### src/rtl/pending_priority_encoder_16x4_pkg.sv
// Shared constants and state encoding for the 16-line pending priority encoder.
// Also holds a one-hot helper used to clear the serviced pending bit.
package pending_priority_encoder_16x4_pkg;

  localparam int N_IN  = 16;
  localparam int IDX_W = 4;

  // FSM state encoding
  localparam logic [0:0] IDLE  = 1'b0;
  localparam logic [0:0] VALID = 1'b1;

  function automatic logic [N_IN-1:0] idx_to_onehot(input logic [IDX_W-1:0] idx);
    logic [N_IN-1:0] one;
    one = {{(N_IN-1){1'b0}}, 1'b1};
    return one << idx;
  endfunction

endpackage

### src/rtl/pending_priority_encoder_16x4_enc.sv
// Combinational lowest-set-bit encoder: bit 0 has the highest priority.
// idx is 0 whenever no bit is set.
module priority_encoder_16x4
  import pending_priority_encoder_16x4_pkg::*;
(
  input  logic [N_IN-1:0]  vec,
  output logic [IDX_W-1:0] idx,
  output logic             any
);

  always_comb begin
    idx = '0;
    // Scan downward so the lowest set bit is the last (winning) assignment.
    for (int i = N_IN - 1; i >= 0; i--) begin
      if (vec[i]) idx = IDX_W'(i);
    end
    any = |vec;
  end

endmodule

### src/rtl/pending_priority_encoder_16x4.sv
// Sticky pending register plus IDLE/VALID handshake FSM; emits the lowest pending
// index with valid/ready and clears the serviced bit when it is loaded.
module pending_priority_encoder_16x4
  import pending_priority_encoder_16x4_pkg::*;
(
  input  logic             clk,
  input  logic             reset,
  input  logic             enable,
  input  logic [N_IN-1:0]  req,
  input  logic             out_ready,
  output logic             out_valid,
  output logic [IDX_W-1:0] out_index,
  output logic [N_IN-1:0]  pending,
  output logic             overflow
);

  // state | meaning
  // IDLE  | no index presented; loads ffs(pending) when anything is pending
  // VALID | out_index presented; advances on out_ready (back-to-back if more pending)
  logic [0:0]       state;
  logic [IDX_W-1:0] enc_idx;
  logic             enc_any;
  logic             load;
  logic [N_IN-1:0]  set_mask;
  logic [N_IN-1:0]  clr_mask;
  logic [N_IN-1:0]  pending_next;
  logic             overflow_next;

  priority_encoder_16x4 u_enc (
    .vec (pending),
    .idx (enc_idx),
    .any (enc_any)
  );

  always_comb begin
    set_mask = req & {N_IN{enable}};
    load     = 1'b0;
    case (state)
      IDLE:    load = enc_any;
      VALID:   load = out_ready & enc_any;
      default: load = 1'b0;
    endcase
    clr_mask      = load ? idx_to_onehot(enc_idx) : '0;
    // Set wins over clear: a re-request of the loaded bit keeps it pending.
    pending_next  = (pending & ~clr_mask) | set_mask;
    overflow_next = |(set_mask & pending & ~clr_mask);
  end

  always_ff @(posedge clk or posedge reset) begin
    if (reset) begin
      state     <= IDLE;
      pending   <= '0;
      out_valid <= 1'b0;
      out_index <= '0;
      overflow  <= 1'b0;
    end else begin
      pending  <= pending_next;
      overflow <= overflow_next;
      case (state)
        IDLE: begin
          if (enc_any) begin
            out_index <= enc_idx;
            out_valid <= 1'b1;
            state     <= VALID;
          end
        end
        VALID: begin
          if (out_ready) begin
            if (enc_any) begin
              out_index <= enc_idx;
            end else begin
              out_valid <= 1'b0;
              state     <= IDLE;
            end
          end
        end
        default: begin
          out_valid <= 1'b0;
          state     <= IDLE;
        end
      endcase
    end
  end

endmodule

### config.mk
export PLATFORM = sky130hd
export DESIGN_NAME = pending_priority_encoder_16x4
export DESIGN_NICKNAME = d
export VERILOG_FILES = /design/src/rtl/pending_priority_encoder_16x4_pkg.sv /design/src/rtl/pending_priority_encoder_16x4_enc.sv /design/src/rtl/pending_priority_encoder_16x4.sv
export SDC_FILE = /design/constraint.sdc
export NUM_CORES = 1
export LEC_CHECK = 0
export BUFFER_PORTS_ARGS = -buffer_cell sky130_fd_sc_hd__buf_2
export CORE_ASPECT_RATIO = 1.4
export CORE_MARGIN = 10
export CORE_UTILIZATION = 45
export CTS_BUF_LIST = sky130_fd_sc_hd__clkbuf_16
export CTS_CLUSTER_SIZE = 24
export DETAILED_ROUTE_END_ITERATION = 6
export PLACE_DENSITY = 0.74
export SYNTH_ARGS = -nofsm -noshare
export SYNTH_HDL_FRONTEND = slang
export SYNTH_HIERARCHICAL = 1
export SYNTH_SLANG_ARGS = --single-unit
export TNS_END_PERCENT = 10
### constraint.sdc
create_clock -name clk -period 3.1 [get_ports clk]
set_input_delay 0.465 -clock clk [delete_from_list [all_inputs] [get_ports clk]]
set_output_delay 0.465 -clock clk [all_outputs]
set_load 0.005 [all_outputs]
==> results of run 1 <==
==> per-layer routing <==
| layer | share of wire | vias up |
|---|---|---|
| met5 | 0 | - |
| met1 | 0.40 | 674 |
| met3 | 0.083 | 10 |
| met4 | 0.011 | 0 |
| met2 | 0.50 | 71 |
| li1 | - | 687 |
==> metrics by stage <==
| step | hold slack [ns] | std cells | total power, mW |
|---|---|---|---|
| 6_report | 0.395 | 245 | 0.963 |
| 5_1_grt | 0.435 | 245 | 1.01 |
| 4_1_cts | 0.416 | 245 | 0.963 |
| 3_5_place_dp | 0.497 | 241 | 0.681 |
| 3_3_place_gp | 0.475 | 241 | 0.674 |
| 2_1_floorplan | 0.465 | 165 | 0.557 |
==> registers in the layout, indices dropped and copies added (netlist names) <==
signal     cells
out_valid      1
pending       16
state          1
overflow       1
out_index      4
==> report_power, final <==
part,leakage [nW],internal (mW),switching [mW]
logic,0.481,0.133,0.175
clock network,0.0423,0.172,0.109
registers,0.226,0.332,0.0413
total,0.749,0.638,0.326
==> final timing paths <==
path | start | to | slack [ns] | cells past startpoint
worst max-delay path | pending[4]$_DFF_PP0_ | overflow$_DFF_PP0_ | 0.27 | 7
worst min-delay path | reset | pending[4]$_DFF_PP0_ | 0.39 | 2
worst max register to register | pending[4]$_DFF_PP0_ | overflow$_DFF_PP0_ | 0.27 | 7
worst min register to register | out_index[2]$_DFFE_PP0P_ | out_index[2]$_DFFE_PP0P_ | 0.51 | 1
max in group asynchronous | reset | out_index[2]$_DFFE_PP0P_ | 2.15 | 2
min in group clk | req[8] | pending[8]$_DFF_PP0_ | 0.41 | 3
==> kinds of logic after synthesis <==
logic type / after synthesis
flip-flops: 23
AO/OA/AOI/OAI: 45
multiplexers: 5
buffers and inverters: 13
AND/OR/NAND/NOR: 79
==> synthesized netlist by cell type, types with 4 or more instances <==
| cell | instances | area share |
|---|---|---|
| dfrtp_1 | 23 | 0.41 |
| a31oi_1 | 6 | 0.027 |
| a22o_1 | 10 | 0.063 |
| clkbuf_1 | 5 | 0.013 |
| nand3_1 | 12 | 0.043 |
| nand2_1 | 39 | 0.10 |
| o31ai_1 | 4 | 0.021 |
| inv_1 | 7 | 0.019 |
| a21oi_1 | 5 | 0.018 |
| nand2b_1 | 4 | 0.018 |
| mux2_2 | 4 | 0.032 |
| nor2_1 | 8 | 0.021 |
| o21ai_0 | 9 | 0.032 |
==> worst max-delay path: stages, from the launching register on <==
cell,delay (ns)
dfrtp_1,0.45
nor4_2,0.34
nand3_1,0.13
a31oi_1,0.55
nand4b_1,0.36
o21ai_0,0.34
o22ai_1,0.11
a2111o_1,0.41
==> layout make-up <==
cell class,instances,area [um^2],area share
Inverter,8,30.0,0.0173
Sequential cell,23,576,0.332
Multi-Input combinational cell,129,774,0.447
Tap cell,37,46.3,0.0267
Clock buffer,3,75.1,0.0433
Clock inverter,1,3.75,0.00217
Timing Repair Buffer,44,228,0.131
==> qor.yml, run 1 <==
worstPathRequired_ns: 3.24
post_cts_buffers: 0
skew_ns: 0.00545
syn_inst: 165
synth_fp_nets: 185
drtPass1Iterations: 7
endpoint_kind: "flip-flop"
layout-drive-gt1-share: 0.269
route.vias.total: 1442
rsz0062_at_grt: "no"
fillCellCount: 279
diodes: 0
cellPowerDensity_nw_per_um2: 556
crit_path_start_kind: "flip-flop"
pre_cts_slack_ns: 0.339
worstPathArrival_ns: 2.97
layout_commonest_cell: "buf_2"
finalSetupViolations: 0
synth-xor-area-share: 0
fin_area_um2: 1730
htreeDepth: 1
drv_slew: 0
synthFlopType: "dfrtp_1"
period_share: 0.912
grt_usage: 0.143
grtUsageMet2: 0.250
final_cell_mix: "buf_2, nand2_1, dfrtp_1"
routedWlPerCell_um: 17.0
yosys.area_share.simple: 0.290
routed_via_density: 5.89
dp.final_hpwl_mm: 3.15
ys_warn_count: 6
status: "completed"
grt_pass1_wl_mm: 6.71
cts.path.max_buffers: 2
antenna_found_initial: 0
layout.nets: 229
relSlewSlack: 0.396
wirelength_mm: 4.16
synth_compound_area_frac: 0.225
synth_top_family_by_area: "simple AND/OR/NAND/NOR gates"
synth_seq_area_share: 0.411
synth_cell_types: 36
ys_seq_elements: 23
busiest_layer: "met2"
ant_nets: 0
core_um2: 2940
root_buffer: "clkbuf_16"
crit_type: "flip-flop to flip-flop"
clk_latency_ns: 0.26
max-vdd-ir-drop_mv: 0.329
fin_setup_tns_ns: 0
numCtsBuffers: 3
die_h_um: 86.0
cap_violations: 0
fmax_mhz: 354
dieArea_um2: 5770
setup_slack_ns: 0.273
die_x_um: 67.1
syn_area_um2: 1400
layout_min_cycle_time_ns: 2.83
row_count: 23
cts.sinks: 23
portBuffers: 41
grt_overflow: 0
start_util: 0.477
synthMuxAreaShare: 0.0394
drc: 0
hold_buffers: 0
grt_pass1_vias: 1430
place_congestion: 0.915
cts_tree: "yes"
io_pins: 42
synth_edf_count: 0
async_reset_ff_frac: 1.00
grt_max_degree: 30
grtUsageMet3: 0.0417
leakage_nw: 0.749
critical_path.max_fanout: 7
syn2layout_area_growth_pct: 23.9
worstMarginPinSlew_ns: 0.906
drt_iter0_drc: 80
post-route-util: 0.590
cts.clk_slew.worst_paths_ns: 0.06
use_met1: 0.161
cts-resized-gates: 0
synth_fa_ha_area_frac: 0
place_area_um2: 1650
syn_area_per_cell_um2: 8.48
finalHoldViolCount: 0
hold_class: "primary input to asynchronous set/reset pin"
Note: power is estimated with default switching activity, not from simulation.
==> run 2: changes to the inputs <==
- CORE_UTILIZATION: 45 -> 38
- PLACE_DENSITY: 0.74 -> 0.65
==> qor.yml, run 2 (synthesized netlist as in run 1, its figures left out) <==
worstPathArrival_ns: 2.91
die_x_um: 71.3
critical_path.max_fanout: 7
cts.path.max_buffers: 2
ant_nets: 0
crit_path_top_delay_cell: "a31oi_1"
fin_setup_tns_ns: 0
core_um2: 3610
final_cell_mix: "buf_2, nand2_1, dfrtp_1"
antenna_found_initial: 0
hold_class: "primary input to asynchronous set/reset pin"
endpoint_kind: "flip-flop"
finalHoldViolCount: 0
start_util: 0.387
status: "completed"
grt_usage: 0.127
post_cts_buffers: 0
grt_max_degree: 30
crit_chain: "nor4_2 -> nand3_1 -> a31oi_1 -> nand4_1 -> o21ai_0 -> o2111ai_1 -> a2111o_1"
finalSetupViolations: 0
place_congestion: 0.893
largest_register_ffs: 16
critPathMaxStageDelay_ns: 0.53
die_h_um: 91.8
dieArea_um2: 6540
cts.clk_slew.worst_paths_ns: 0.06
layout-drive-gt1-share: 0.266
worstMarginPinSlew_ns: 0.901
grt_pass1_vias: 1501
skew_ns: 0.00175
crit_type: "flip-flop to flip-flop"
drt_iter0_drc: 39
cellPowerDensity_nw_per_um2: 550
worstPathRequired_ns: 3.24
cap_violations: 0
drv_slew: 0
cts_tree: "yes"
diodes: 0
portBuffers: 41
routed_via_density: 5.73
row_count: 26
grt_pass1_wl_mm: 7.00
rsz0062_at_grt: "no"
root_buffer: "clkbuf_16"
wirelength_mm: 4.16
crit_path_start_kind: "flip-flop"
largest_register: "pending"
pre_cts_slack_ns: 0.349
reg.largest.list: "pending x16, out_index x4"
clk_latency_ns: 0.26
relSlewSlack: 0.398
grt_overflow: 0
cts.sinks: 23
setup_slack_ns: 0.332
leakage_nw: 0.744
final_cells: 249
io_pins: 42
cts-resized-gates: 0
hold_buffers: 0
period_share: 0.893
routedWlPerCell_um: 16.7
whs_ns: 0.394
drtPass1Iterations: 4
fmax_mhz: 361
reg2reg_setup_slack_ns: 0.33
layout.nets: 228
dp.final_hpwl_mm: 3.14
layout_commonest_cell: "buf_2"
htreeDepth: 1
syn2layout_area_growth_pct: 23.8
layout_min_cycle_time_ns: 2.77
drc: 0
numCtsBuffers: 3
max-vdd-ir-drop_mv: 0.357
dpl.cell_count: 245
route.vias.total: 1426
run 2: worst paths after layout:
check                                     start                     to  depth (start not counted)
max                        pending[4]$_DFF_PP0_     overflow$_DFF_PP0_                          7
min                                       reset  out_valid$_DFFE_PP0P_                          2
max reg2reg                pending[4]$_DFF_PP0_     overflow$_DFF_PP0_                          7
min reg2reg                     state$_DFF_PP0_  out_valid$_DFFE_PP0P_                          1
max in group asynchronous                 reset  pending[11]$_DFF_PP0_                          2
min in group clk                        req[10]  pending[10]$_DFF_PP0_                          3
run 2: area by class of cell:
| class | count | area [um^2] |
|---|---|---|
| clock buffers | 3 | 75.1 |
| clock inverters | 1 | 3.75 |
| fillers | 362 | 1880 |
| inverters | 8 | 30.0 |
| multi-input cells | 129 | 774 |
| flip-flops and latches | 23 | 576 |
| well taps | 42 | 52.6 |
| repair buffers | 43 | 220 |
run 2: routing by layer:
| metal | vias up | global-route usage | share of wire |
|---|---|---|---|
| met4 | 0 | 0.0502 | 0.016 |
| met3 | 7 | 0.0410 | 0.076 |
| met5 | - | 0 | 0 |
| met1 | 683 | 0.137 | 0.40 |
| met2 | 49 | 0.221 | 0.51 |
| li1 | 687 | - | - |
run 2: worst max-delay path: cells and delay by family, from the launching register on:
family | cells | cell delay, ns
AO/OA/AOI/OAI | 4 | 1.36
flip-flops | 1 | 0.45
AND/OR/NAND/NOR | 3 | 0.84
run 2: where the power goes:
part / switching (mW) / internal (mW)
Combinational: 0.171 / 0.128
Sequential: 0.0412 / 0.332
Clock: 0.108 / 0.172
Total: 0.321 / 0.632
run 2: per-stage QoR:
stage,cell area (um^2),total power [mW],utilization
final,1730,0.953,0.480
after global routing,1730,1.01,0.480
after CTS,1730,0.967,0.480
after detailed placement,1650,0.680,0.458
after global placement,1650,0.681,0.458
after floorplan,1400,0.557,-
